$ cat config.mk
export PLATFORM = sky130hd
export DESIGN_NAME = mem_port_arbiter
export DESIGN_NICKNAME = d
export VERILOG_FILES = /design/src/rtl/mem_port_arbiter.sv
export SDC_FILE = /design/constraint.sdc
export NUM_CORES = 1
export LEC_CHECK = 0
export ABC_AREA = 1
export CORE_MARGIN = 2
export CORE_UTILIZATION = 45
export DETAILED_ROUTE_END_ITERATION = 16
export MAX_ROUTING_LAYER = met4
export PLACE_DENSITY = 0.92
export SLEW_MARGIN = 20
export SYNTH_ARGS = -nofsm -noshare
export SYNTH_HDL_FRONTEND = slang
export SYNTH_SLANG_ARGS = --single-unit
export TNS_END_PERCENT = 30
$ cat constraint.sdc
create_clock -name clk -period 4.3 [get_ports clk]
set_input_delay 0.86 -clock clk [delete_from_list [all_inputs] [get_ports clk]]
set_output_delay 0.86 -clock clk [all_outputs]
set_load 0.01 [all_outputs]
$ cat src/rtl/mem_port_arbiter.sv
// Unified memory port arbiter: MEM-priority grant between fetch and load/store,
// registered bus handshake, fetch drop on redirect, starvation guard and bus timeout.
module mem_port_arbiter #(
  parameter int STARVE_LIMIT   = 4,
  parameter int TIMEOUT_CYCLES = 255
) (
  input  logic        clk,
  input  logic        rst,
  input  logic        if_req,
  input  logic [31:0] if_addr,
  output logic [31:0] if_rdata,
  output logic        if_valid,
  output logic        if_stall,
  input  logic        flush,
  input  logic        mem_req,
  input  logic        mem_we,
  input  logic [31:0] mem_addr,
  input  logic [31:0] mem_wdata,
  input  logic [3:0]  mem_wstrb,
  output logic [31:0] mem_rdata,
  output logic        mem_valid,
  output logic        mem_stall,
  output logic        bus_req,
  output logic        bus_we,
  output logic [31:0] bus_addr,
  output logic [31:0] bus_wdata,
  output logic [3:0]  bus_wstrb,
  input  logic        bus_ack,
  input  logic [31:0] bus_rdata,
  output logic        timeout_err
);
  localparam int SW = $clog2(STARVE_LIMIT + 1);
  localparam logic [SW-1:0] SLIM = SW'(STARVE_LIMIT);
  localparam logic [7:0] TLAST = 8'(TIMEOUT_CYCLES - 1);

  typedef enum logic [1:0] {
    IDLE, BUSY_IF, BUSY_MEM
  } state_e;

  state_e state_q, state_d;

  logic          breq_q, breq_d;
  logic          bwe_q, bwe_d;
  logic [31:0]   baddr_q, baddr_d;
  logic [31:0]   bwdata_q, bwdata_d;
  logic [3:0]    bstrb_q, bstrb_d;
  logic [31:0]   ifr_q, ifr_d;
  logic          ifv_q, ifv_d;
  logic [31:0]   memr_q, memr_d;
  logic          memv_q, memv_d;
  logic          drop_q, drop_d;
  logic [SW-1:0] starve_q, starve_d;
  logic [7:0]    tmo_q, tmo_d;
  logic          err_q, err_d;

  logic if_pend, mem_pend, mem_win, done;

  // A requester in its own valid cycle still shows the request just served.
  assign if_pend  = if_req && !ifv_q;
  assign mem_pend = mem_req && !memv_q;
  assign mem_win  = mem_pend && (!if_pend || (starve_q < SLIM));
  assign done     = bus_ack || (tmo_q == TLAST);

  always_ff @(posedge clk) begin
    if (rst) state_q <= IDLE;
    else     state_q <= state_d;
  end

  always_comb begin
    state_d = state_q;
    unique case (state_q)
      IDLE: begin
        if (mem_win)      state_d = BUSY_MEM;
        else if (if_pend) state_d = BUSY_IF;
      end
      BUSY_IF, BUSY_MEM: begin
        if (done) state_d = IDLE;
      end
      default: state_d = IDLE;
    endcase
  end

  always_comb begin
    breq_d   = breq_q;
    bwe_d    = bwe_q;
    baddr_d  = baddr_q;
    bwdata_d = bwdata_q;
    bstrb_d  = bstrb_q;
    ifr_d    = ifr_q;
    ifv_d    = 1'b0;
    memr_d   = memr_q;
    memv_d   = 1'b0;
    drop_d   = drop_q;
    starve_d = starve_q;
    tmo_d    = tmo_q;
    err_d    = err_q;
    unique case (state_q)
      IDLE: begin
        tmo_d  = '0;
        drop_d = 1'b0;
        if (mem_win) begin
          breq_d   = 1'b1;
          bwe_d    = mem_we;
          baddr_d  = mem_addr;
          bwdata_d = mem_wdata;
          bstrb_d  = mem_we ? mem_wstrb : 4'b0000;
          starve_d = starve_q + SW'(if_pend);
        end else if (if_pend) begin
          breq_d   = 1'b1;
          bwe_d    = 1'b0;
          baddr_d  = if_addr;
          bwdata_d = '0;
          bstrb_d  = 4'b0000;
          starve_d = '0;
        end
      end
      BUSY_IF, BUSY_MEM: begin
        if (done) begin
          breq_d = 1'b0;
          tmo_d  = '0;
          drop_d = 1'b0;
          err_d  = err_q | !bus_ack;
          if (state_q == BUSY_IF) begin
            if (!(drop_q || flush)) begin
              ifv_d = 1'b1;
              ifr_d = bus_ack ? bus_rdata : '0;
            end
          end else begin
            memv_d = 1'b1;
            if (!bwe_q) memr_d = bus_ack ? bus_rdata : '0;
          end
        end else begin
          tmo_d  = tmo_q + 8'd1;
          drop_d = drop_q | (flush && (state_q == BUSY_IF));
        end
      end
      default: ;
    endcase
  end

  always_ff @(posedge clk) begin
    if (rst) begin
      breq_q   <= 1'b0;
      bwe_q    <= 1'b0;
      baddr_q  <= '0;
      bwdata_q <= '0;
      bstrb_q  <= '0;
      ifr_q    <= '0;
      ifv_q    <= 1'b0;
      memr_q   <= '0;
      memv_q   <= 1'b0;
      drop_q   <= 1'b0;
      starve_q <= '0;
      tmo_q    <= '0;
      err_q    <= 1'b0;
    end else begin
      breq_q   <= breq_d;
      bwe_q    <= bwe_d;
      baddr_q  <= baddr_d;
      bwdata_q <= bwdata_d;
      bstrb_q  <= bstrb_d;
      ifr_q    <= ifr_d;
      ifv_q    <= ifv_d;
      memr_q   <= memr_d;
      memv_q   <= memv_d;
      drop_q   <= drop_d;
      starve_q <= starve_d;
      tmo_q    <= tmo_d;
      err_q    <= err_d;
    end
  end

  always_comb begin
    if_rdata    = ifr_q;
    if_valid    = ifv_q;
    if_stall    = if_req && !ifv_q;
    mem_rdata   = memr_q;
    mem_valid   = memv_q;
    mem_stall   = mem_req && !memv_q;
    bus_req     = breq_q;
    bus_we      = bwe_q;
    bus_addr    = baddr_q;
    bus_wdata   = bwdata_q;
    bus_wstrb   = bstrb_q;
    timeout_err = err_q;
  end
endmodule
**Yosys cells after proc, flatten, opt, wreduce, memory -nomap -nowiden**

Cells that the tools add are included.

- Flip-flop bits (word level): 151
- Input port bits: 139
- Output and inout bits: 139

- $add $sub $neg: 2
- Magnitude comparators: 1
- Equality and inequality tests: 5
- Multiplexer cells: 26
- Bitwise logic cells: 7
- Reduce and logical (&&, ||, !) cells: 23

Operator list:

| kind | count |
|---|---|
| $mux W32 | 5 |
| $pmux W8 S2 | 1 |
| $mux W4 | 3 |
| $add A8 B1 Y8 const B | 1 |
| $eq A8 B8 Y1 const B | 1 |
| $mux W1 | 8 |
| $mux W8 | 1 |
| $reduce_and A4 Y1 | 2 |
| $mux W2 | 3 |
| $mux W3 | 2 |
| $reduce_and A2 Y1 | 3 |
| $not A1 Y1 | 5 |
| $logic_and A1 B1 Y1 | 4 |
| $logic_not A1 Y1 | 4 |
| $pmux W1 S2 | 2 |
| $pmux W2 S2 | 1 |
| $reduce_bool A2 Y1 | 2 |
| $reduce_or A4 Y1 | 1 |
| $add A3 B1 Y3 | 1 |
| $logic_or A1 B1 Y1 | 3 |
| $lt A3 B3 Y1 const B | 1 |
| $ne A3 B3 Y1 const B | 1 |
| $reduce_and A3 Y1 | 1 |
| $reduce_or A3 Y1 | 1 |
| other kinds (6) | 7 |

**Depth between registers and ports, before layout**

- Word-level depth: 7
- Gate-level depth with buffers: 11
- Gate-level depth less buffers: 10

**Worst setup path after synthesis**

No wires, ideal clock.

- Kind: in2out
- From: input port mem_req
- To: output port mem_stall
- Arrival time: 1095 ps
- Required time: 3440 ps
- Setup slack: 2345 ps
- Stages on the path: 2
- Cell sequence: inv_1 -> nor2_1

- Cells in the longest elaborated chain, start to end: 1

RTL lines:

| item | line | RTL |
|---|---|---|
| start: declaration | 15 | `input logic mem_req,` |
| $logic_and A1 B1 Y1 | 179 | `mem_stall = mem_req && !memv_q;` |
| end: declaration | 22 | `output logic mem_stall,` |

Every way passes these cells.

**Final worst setup path**

- From: input port mem_req
- To: register baddr_q[4], in the netlist bus_addr[4]

- Cells in the longest elaborated chain, start to end: 4
- Elaborated cells on any way between the ends: 5
- Those cells by class: 1 x mux; 4 x reduce/logical

RTL lines:

| item | line | RTL |
|---|---|---|
| $logic_and A1 B1 Y1 * | 60 | `assign mem_pend = mem_req && !memv_q;` |
| $logic_and A1 B1 Y1 * | 61 | `assign mem_win = mem_pend && (!if_pend \|\| (starve_q < SLIM));` |
| $reduce_bool A2 Y1 (no source line) | -- |  |
| $reduce_and A2 Y1 (no source line) | -- |  |
| end signal: assignment | 159 | `baddr_q <= baddr_d;` |
| end: declaration | 44 | `logic [31:0] baddr_q, baddr_d;` |

Mark *: on every way between the ends. The rest lies on a longest branch, timed or not.
A chain may end at the register's enable or synchronous reset.

==> results by group <==
Synthesis
  • Dominant cell type by area after synthesis: dfxtp_1
  • Register area share after synthesis: 0.472
  • Area share of the leading cell type in the synthesized netlist: 0.472
  • FF+latch count, synth: roughly 150
  • Commonest cells in the synthesized netlist: 295 x nand2_1, 151 x dfxtp_1, 115 x inv_1, 75 x a21oi_1, 66 x nand3_1
  • Synth Instances: 904
  • Area contributors post-synth: dfxtp_1 47%, nand2_1 17%, inv_1 6.7%, a21oi_1 5.9%, nand3_1 5.2%
  • Count of cell types in the netlist: 27
  • Post-synth EDFFs: 0
  • Avg Synthesized Cell Area: 7.08 um2
  • Synth warnings: 0
  • Post-synthesis cell area: 6400 um2
  • Asr flop ratio synth: 0
  • Top-count cell post-synth: nand2_1
  • Syn nets: 1050
  • Post-synth top flop: dfxtp_1

Power and ir drop
  • Reg power frac: 0.393
  • Net Switching: about 1.1 mW
  • Clk network pwr share: 0.383
  • Int Pwr: roughly 2.9 mW
  • Max VDD drop: 0.285 mV
  • Leakage: 4.18 nW
  • Cell area power density: ~410 nW/um2
  • Comb pwr share: 0.224
  • Switching share of power: 0.275

STA
  • Setup_tns: 0 ps
  • RSZ-0062 raised after global routing: no
  • Max Slew Vio Count: 0
  • Tightest Pin Transition: 1050 ps
  • Fmax: 0.326 GHz
  • Minimum clock period: 3070 ps
  • Max_slew headroom: 0.297
  • Final setup fails: 0
  • Clock Skew: between 9 and 10 ps
  • Fin crit share: 0.714
  • Hold Vio Cnt, Final: 0
  • Worst hold slack: 460 ps

Detailed routing
  • Vias: around 6.7k
  • Vias per cell: 4.98
  • Pre-antenna DRT Iters: 7
  • Routed Antenna Nets: 0
  • Routed wire length: 19500 um
  • Routed wire per std cell: 14.6 um
  • DRT iter0 DRCs: 408
  • Residual DRC: 0

Floorplan
  • Core area: 13900 um2
  • Die X: 123 um
  • I/O Pins: ~280
  • Die area: 15200 um2
  • Row Count: 43
  • Starting density of the core: 0.461
  • Overall die height: 123 um

Clock network
  • Inserted Clock Buffers: 17
  • Clk slew on worst S/H paths: 60 ps
  • Post-CTS Setup Repair Bufs: 0
  • Max Buffers Root-to-Sink: 2
  • Clock sinks: 151
  • Root Buffer: clkbuf_16
  • Post-cts sizing count: 0
  • Worst-skew pair later-pin latency: 410 ps
  • CTS tree: yes
  • Number of H-tree levels: 4
  • Post-cts hold buffer count: 0

Critical path
  • Crit end category: flop
  • CP max FO: 35
  • Setup crit start kind: input pin
  • Flop-to-flop setup slack: 1800 ps
  • Crit path launch: mem_req
  • Critical path type: in -> reg
  • Reg2Reg Launch Point: state_q[1]
  • CP Data Arrival Time: 3420 ps
  • WP data required: 4650 ps

Placement
  • Placed cell area: between 9000 and 10000 um2
  • Detailed placer's ending HPWL: 13300 um
  • Global placement routability congestion: roughly 0.88
  • IO Port Bufs: 277

Layout
  • Final design utilization: 0.706
  • # diodes: 0
  • P&R area growth vs syn: 53.1%
  • Final-stage net count: 1293
  • Fill cells: around 1.0k
  • Post-route cell area: just under 10000 um2
  • Share of layout cells above drive strength 1: 0.0457

Worst hold path
  • Hold WC Path Type: reg -> reg
  • Worst hold start: bus_wdata[30]

Run
  • Max Cap Violations: 0

Global routing
  • First-pass GRT wire length: 29500 um
  • GRT Overall Usage: 0.254
  • Largest net degree at the start of global routing: 75
  • Antenna violations before repair: 0
  • Vias in the first global route: 6283
  • Overflow after GRT: 0

Status
  • Outcome: finished, final reports clean
==> power groups by stage <==
stage	sequential, mW	combinational, mW	clock (mW)
5_1_grt	1.61	0.998	1.64
2_1_floorplan	1.67	0.399	0
3_5_place_dp	1.62	0.905	0
3_3_place_gp	1.62	0.887	0
4_1_cts	1.59	0.912	1.58
6_report	1.59	0.911	1.56
==> path summary, 6_finish.rpt <==
check | endpoint | cells after the start
worst min-delay path | bus_wdata[30] | 2
worst max register to register | mem_rdata[24] | 6
worst min register to register | bus_wdata[30] | 2
worst max-delay path | bus_addr[4] | 9
==> routing by layer <==
metal  share of wire  track usage  up-vias
li1                -            -     3320
met1            0.39        0.273     3051
met2            0.50        0.430      263
met3           0.078       0.0784       40
met4           0.028        0.111        0
met5               0            -        -
==> cell type report <==
type,instances,area [um2],share of cell area
sequential,151,3020,0.308
timing repair buffer,283,2810,0.287
multi-input combinational,577,2680,0.273
clock buffer,22,484,0.0494
inverter,117,439,0.0448
tap,180,225,0.0230
clock inverter,10,143,0.0146
==> worst max-delay path: stages <==
cell	delay, ps
clkdlybuf4s50_1	480
inv_1	40
nor2_1	150
nand2_2	440
inv_1	960
nand2_1	130
nand3_1	130
o211ai_1	100
inv_1	90
==> cells by family (layout without fill, tap and decap cells) <==
family                     after synthesis  count (layout)  share of synthesized area
adders and majority gates                7               7                     0.0137
DFF                                    151             151                      0.472
and+or+nand+nor                        451             451                      0.291
AOI/OAI and AO/OA                      113             113                      0.103
xor gates and xnor gates                 6               6                    0.00821
buffers and inverters                  176             432                      0.112
==> per-stage QoR <==
step / worst slack (ps) / power, mW / cells
finish: 1230 / 4.06 / 1340
global route: 1020 / 4.25 / 1340
CTS: 1260 / 4.09 / 1340
detailed placement: 823 / 2.52 / 1308
global placement: 887 / 2.50 / 1308
floorplan: 2350 / 2.07 / 904
==> registers in the layout, indices dropped and copies added (netlist names) <==
name	cells
bus_wstrb	4
state_q	2
starve_q	3
if_rdata	32
drop_q	1
timeout_err	1
bus_we	1
if_valid	1
bus_req	1
bus_wdata	32
mem_valid	1
tmo_q	8
bus_addr	32
mem_rdata	32
==> placed cells by master, fill, tap and decap left out, drive strengths merged, types with 2 or more instances in the layout <==
cell type      count
o211ai            32
clkdlybuf4s50    275
inv              118
buf                8
clkinvlp           4
clkbuf            22
a21oi             76
dfxtp            151
ha                 7
nand4             22
clkinv             2
nand2            297
bufinv             3
nand3             67
xor2               5
nor2              63
o21ai              3
(Power assumes the default switching activity.)
